[src/rtl/cms_axis_downsizer.sv]
// -----------------------------------------------------------------------------
// cms_axis_downsizer
//
// Packs 96-bit trace items ({pc[63:0], instr[31:0]}) into a 64-bit AXI-Stream.
// Two consecutive items become three fully packed beats. An item carrying
// tlast closes the packet: if it leaves a 32-bit residue, that residue goes
// out as a zero-padded beat with tkeep = 8'h0F. Lower byte lanes of each beat
// carry earlier stream bytes. Free-running wrapping counters report accepted
// items and accepted beats.
//
// Ports
//   clk, rst_n          single clock, asynchronous active-low reset
//   S_AXIS_tvalid/ready item handshake (tready is combinational on state and
//                       M_AXIS_tready only, never on S_AXIS_tvalid)
//   S_AXIS_tdata        item: [31:0] = instr, [95:32] = pc
//   S_AXIS_tlast        last item of packet
//   M_AXIS_tvalid/ready beat handshake (registered output slot)
//   M_AXIS_tdata        packed 64-bit beat
//   M_AXIS_tkeep        8'hFF for full beats, 8'h0F for the padded flush beat
//   M_AXIS_tlast        last beat of packet
//   items_count         accepted input items, wraps at 2^32
//   beats_count         accepted output beats, wraps at 2^32
//
// Only XLEN = 64 and OUT_WIDTH = 64 are supported.
// -----------------------------------------------------------------------------
module cms_axis_downsizer #(
    parameter int unsigned XLEN      = 64,
    parameter int unsigned OUT_WIDTH = 64
) (
    input  logic                   clk,
    input  logic                   rst_n,

    input  logic                   S_AXIS_tvalid,
    output logic                   S_AXIS_tready,
    input  logic [XLEN+31:0]       S_AXIS_tdata,
    input  logic                   S_AXIS_tlast,

    output logic                   M_AXIS_tvalid,
    input  logic                   M_AXIS_tready,
    output logic [OUT_WIDTH-1:0]   M_AXIS_tdata,
    output logic [OUT_WIDTH/8-1:0] M_AXIS_tkeep,
    output logic                   M_AXIS_tlast,

    output logic [31:0]            items_count,
    output logic [31:0]            beats_count
);

    // P0:    no residue held
    // P1:    upper 32 bits of the previous item held in res_q[31:0]
    // P2:    a full 64-bit residue (pc of the second item) waits for the slot
    // FLUSH: a 32-bit residue must go out as a padded final beat
    typedef enum logic [1:0] {
        ST_P0    = 2'd0,
        ST_P1    = 2'd1,
        ST_P2    = 2'd2,
        ST_FLUSH = 2'd3
    } state_t;

    state_t                 state_q, state_d;
    logic [OUT_WIDTH-1:0]   res_q, res_d;
    logic                   pend_last_q, pend_last_d;

    logic                   m_valid_q, m_valid_d;
    logic [OUT_WIDTH-1:0]   m_data_q, m_data_d;
    logic [OUT_WIDTH/8-1:0] m_keep_q, m_keep_d;
    logic                   m_last_q, m_last_d;

    logic [31:0]            items_count_q, items_count_d;
    logic [31:0]            beats_count_q, beats_count_d;

    logic                   slot_free;
    logic                   s_ready;
    logic                   s_accept;
    logic                   m_accept;

    // The slot may be (re)loaded whenever it is empty or being drained this
    // cycle, which is what lets a beat handshake and a new load share a cycle.
    assign slot_free = !m_valid_q || M_AXIS_tready;
    assign m_accept  = m_valid_q && M_AXIS_tready;

    always_comb begin
        state_d     = state_q;
        res_d       = res_q;
        pend_last_d = pend_last_q;
        m_valid_d   = m_valid_q;
        m_data_d    = m_data_q;
        m_keep_d    = m_keep_q;
        m_last_d    = m_last_q;
        s_ready     = 1'b0;
        s_accept    = 1'b0;

        // Drained and not refilled below: slot goes empty.
        if (slot_free) begin
            m_valid_d = 1'b0;
        end

        case (state_q)
            ST_P0: begin
                s_ready = slot_free;
                if (slot_free && S_AXIS_tvalid) begin
                    s_accept       = 1'b1;
                    m_valid_d      = 1'b1;
                    m_data_d       = S_AXIS_tdata[63:0];
                    m_keep_d       = '1;
                    m_last_d       = 1'b0;
                    res_d[31:0]    = S_AXIS_tdata[95:64];
                    state_d        = S_AXIS_tlast ? ST_FLUSH : ST_P1;
                end
            end

            ST_P1: begin
                s_ready = slot_free;
                if (slot_free && S_AXIS_tvalid) begin
                    s_accept    = 1'b1;
                    m_valid_d   = 1'b1;
                    m_data_d    = {S_AXIS_tdata[31:0], res_q[31:0]};
                    m_keep_d    = '1;
                    m_last_d    = 1'b0;
                    res_d       = S_AXIS_tdata[95:32];
                    pend_last_d = S_AXIS_tlast;
                    state_d     = ST_P2;
                end
            end

            ST_P2: begin
                if (slot_free) begin
                    m_valid_d = 1'b1;
                    m_data_d  = res_q;
                    m_keep_d  = '1;
                    m_last_d  = pend_last_q;
                    state_d   = ST_P0;
                end
            end

            ST_FLUSH: begin
                if (slot_free) begin
                    m_valid_d = 1'b1;
                    m_data_d  = {32'h0, res_q[31:0]};
                    m_keep_d  = 8'h0F;
                    m_last_d  = 1'b1;
                    state_d   = ST_P0;
                end
            end

            default: begin
                state_d = ST_P0;
            end
        endcase

        items_count_d = items_count_q + {31'd0, s_accept};
        beats_count_d = beats_count_q + {31'd0, m_accept};
    end

    always_ff @(posedge clk or negedge rst_n) begin
        if (!rst_n) begin
            state_q       <= ST_P0;
            res_q         <= '0;
            pend_last_q   <= 1'b0;
            m_valid_q     <= 1'b0;
            m_data_q      <= '0;
            m_keep_q      <= '0;
            m_last_q      <= 1'b0;
            items_count_q <= '0;
            beats_count_q <= '0;
        end else begin
            state_q       <= state_d;
            res_q         <= res_d;
            pend_last_q   <= pend_last_d;
            m_valid_q     <= m_valid_d;
            m_data_q      <= m_data_d;
            m_keep_q      <= m_keep_d;
            m_last_q      <= m_last_d;
            items_count_q <= items_count_d;
            beats_count_q <= beats_count_d;
        end
    end

    assign S_AXIS_tready = s_ready;
    assign M_AXIS_tvalid = m_valid_q;
    assign M_AXIS_tdata  = m_data_q;
    assign M_AXIS_tkeep  = m_keep_q;
    assign M_AXIS_tlast  = m_last_q;
    assign items_count   = items_count_q;
    assign beats_count   = beats_count_q;

endmodule

[config.mk]
export PLATFORM = sky130hd
export DESIGN_NAME = cms_axis_downsizer
export DESIGN_NICKNAME = d
export VERILOG_FILES = /design/src/rtl/cms_axis_downsizer.sv
export SDC_FILE = /design/constraint.sdc
export NUM_CORES = 1
export LEC_CHECK = 0
export ABC_CLOCK_PERIOD_IN_PS = 3400
export BUFFER_PORTS_ARGS = -buffer_cell sky130_fd_sc_hd__buf_2
export CORE_ASPECT_RATIO = 1.2
export CORE_UTILIZATION = 53
export DETAILED_ROUTE_END_ITERATION = 8
export PLACE_DENSITY_LB_ADDON = 0.3
export SYNTH_ARGS = -nofsm -noshare
export SYNTH_HDL_FRONTEND = slang
export SYNTH_SLANG_ARGS = --single-unit
[constraint.sdc]
create_clock -name clk -period 3.4 [get_ports clk]
set_input_delay 0.34 -clock clk [delete_from_list [all_inputs] [get_ports clk]]
set_output_delay 0.34 -clock clk [all_outputs]
set_load 0.01 [all_outputs]
==> key figures <==
Floorplanning
  • Die width: 122 um
  • Core area: ~17000 sq um
  • Cell Rows: 52
  • Starting density of the core: 54.2%
  • Die area: 17800 sq um
  • IO Pins: 240
  • Die H: 146 um

Yosys
  • Asr flop ratio synth: 100%
  • Syn Std Cell Area: around 9200 sq um
  • Post-synthesis mux area share: 14.5%
  • Mapped Cells: 830
  • Register area share after synthesis: a little over half
  • Largest family of logic cells by synthesized area: multiplexers
  • Compound-cell area share of the yosys netlist: 8.96%
  • Yosys cell types: approximately 40
  • Synthesized Nets: 936
  • Ys Warns: 0
  • Syn Area/Cell: 11.0 sq um
  • Post-synthesis adder-cell area fraction: 0.683%
  • Main synth FF type: dfrtp_1
  • Synth Area in Simple Gates: 12.6%
  • EDFF count, synth: 0
  • Xor/xnor share of the synthesized area: roughly 5.7%
  • Flops & latches, synth: 199

Global routing
  • GRT overflow: 0
  • Vias in the first global route: 6961
  • Global-route wire length before repair: 35000 um
  • Largest net degree at the start of global routing: ~130
  • All-Layer GR Usage: 25.1%
  • Antenna violations before repair: 3

Drt
  • Vias per cell: 5.55
  • WL/cell: 17.0 um
  • First-pass iteration count of the detailed router: 4
  • 1st-iter DRT viols: 307
  • Final antenna-violating net count: 0
  • DRC violations left: 0
  • Final wirelength: around 22000 um
  • Vias: 7078

Power
  • Clk network pwr share: roughly a quarter
  • Int Pwr: 5.72 mW
  • PD cells: 786 nW/um^2
  • VDD IR max: 0.433 mV
  • Sequential share of power: 43.5%
  • Leak pwr: 5.47 nW
  • Psw: 3.04 mW
  • Sw frac: between 30% and 40%
  • Final Total Pwr: 8.76 mW
  • Comb power frac: 32.7%

Critical path
  • Worst r2r src: state_q[1]
  • CP Max Fanout: 9
  • WP data required: 3.74 ns
  • Worst Setup Start Kind: register
  • Setup CP Type: register to register
  • Crit end category: register
  • Arrival time at the worst endpoint: around 2.9 ns
  • Worst Setup SP: state_q[1]

Place
  • DPL Wire Length: approximately 15000 um
  • I/O Buffers: around 240
  • Placer congestion estimate: between 0.8 and 0.9

Run
  • MaxCap Viol Count: 0

Clock tree
  • CTS Buf Count: 17
  • Worst-case clock buffer depth: 2
  • Post-CTS setup buffers: 0
  • CTS H-tree depth: 4
  • TritonCTS clock tree: done
  • Clock-pin slew on the worst setup and hold paths: 0.07 ns
  • Worst-Skew Late Latency: 0.43 ns
  • Hold_buf cts: 0
  • CTS Sinks: between 150 and 200
  • Post-cts resize count: 0
  • Library cell used as clock root buffer: clkbuf_16

Final layout
  • Syn-to-layout area delta: 21.6%
  • Most common cell after layout, fill and taps aside: buf_2
  • Highest-count cells in the layout ignoring fill and taps: buf_2, dfrtp_1, mux2i_1, nand2_1, nor2_1
  • Share of post-route cells with drive strength above 1: 31.2%
  • Final net count: 1150

STA
  • Fin crit share: 75.5%
  • Final setup viols: 0
  • Least-Margin Pin Slew: 0.988 ns
  • RSZ-0062 raised after global routing: false
  • Rel. slew slack: 33.9%
  • Hold WS: -0.0130 ns
  • Minimum clock period: 2.57 ns
  • Max Slew Vio Count: 0
  • Fin Setup TNS: 0 ns
  • Max Fclk: 389 MHz
  • Clock Skew: 0.00964 ns
  • Final Hold Vio Count: 15

Run status
  • Run status: finished with violations
  • Failing checks: negative hold slack

Worst hold path
  • HP Class: input port to async pin
[critical path, stage by stage, from the launching register on]
cell and delay, ns:
dfrtp_2 0.40, inv_1 0.14, nand3_2 0.11, inv_1 0.15, ha_1 0.20, ha_1 0.24, nand3_1 0.11, or4_1 0.66
nor3_1 0.28, xor2_1 0.20
[layout make-up]
class | count | area (sq um)
repair buffers | 249 | 1320
inverters | 10 | 37.5
clock inverters | 12 | 169
flip-flops and latches | 199 | 4980
fillers | 1362 | 5770
multi-input cells | 567 | 3920
diodes | 2 | 5.00
clock buffers | 20 | 437
well taps | 216 | 270
[synth_stat cells (2+ instances only)]
cell type | n | share of area (%)
buf_2 | 13 | 0.71
o21a_1 | 23 | 1.9
nor4_2 | 5 | 0.68
nor3_1 | 16 | 0.87
nand4_1 | 15 | 1.0
dfrtp_1 | 199 | 54
xnor2_1 | 26 | 2.5
xor2_1 | 34 | 3.2
or4_1 | 3 | 0.25
ha_1 | 5 | 0.68
and4_1 | 6 | 0.57
nor2_1 | 73 | 3.0
mux2i_1 | 96 | 10
nor4_1 | 2 | 0.14
buf_1 | 2 | 0.082
or2_2 | 2 | 0.14
nand3_1 | 21 | 1.1
mux2_2 | 33 | 4.1
and3_1 | 5 | 0.34
inv_1 | 10 | 0.41
buf_4 | 6 | 0.49
o221ai_1 | 23 | 2.2
a21oi_1 | 51 | 2.8
nand2b_1 | 2 | 0.14
nand2_1 | 79 | 3.2
clkbuf_1 | 32 | 1.3
o21ai_0 | 34 | 1.9
[logic make-up (layout without fill, tap and decap cells)]
| family | Yosys count | after routing |
|---|---|---|
| flip-flops | 199 | 199 |
| buffers and inverters | 64 | 291 |
| XOR/XNOR | 60 | 60 |
| other | 0 | 2 |
| AND/OR/NAND/NOR | 239 | 239 |
| AO/OA/AOI/OAI | 134 | 134 |
| multiplexers | 129 | 129 |
| adder cells (fa/ha/maj) | 5 | 5 |
[power by group through the flow]
stage	combinational [mW]	sequential [mW]	clock, mW
floorplan	1.76	3.87	0
global placement	2.83	3.82	0
detailed placement	2.89	3.84	0
CTS	2.91	3.81	2.13
global route	3.15	3.91	2.24
finish	2.87	3.81	2.09
[metrics by stage]
stage               cells  hold slack (ns)  cell area, sq um  util (%)  setup WS, ns
finish               1275          -0.0130             11100      65.9         0.831
global route         1274           0.0283             11100      65.9         0.624
CTS                  1273          0.00630             11100      65.9         0.823
detailed placement   1241            0.458             10500      62.3         0.830
global placement     1241            0.451             10500      62.3         0.926
floorplan             830           0.0444              9170         -         0.946
[final timing paths]
check,end,cells past startpoint,slack (ns)
min in group clk,res_q[46],2,0.15
max in group asynchronous,beats_count[1],2,2.58
hold / removal,items_count[13],1,-0.01
hold reg to reg,beats_count[31],1,0.47
setup / recovery,items_count[22],9,0.83
setup reg to reg,items_count[22],9,0.83
[registers in the layout (all words and copies together), names as in the netlist]
signal,count
M_AXIS_tdata,64
M_AXIS_tlast,1
beats_count,32
M_AXIS_tkeep,2
state_q,2
items_count,32
M_AXIS_tvalid,1
pend_last_q,1
res_q,64
[routing by layer]
layer  track usage [%]  share of wire, %
met1              32.2                43
met3              5.78               5.5
met5                 0             0.060
met4              9.69               2.1
met2              41.0                49
(Power assumes the default switching activity.)
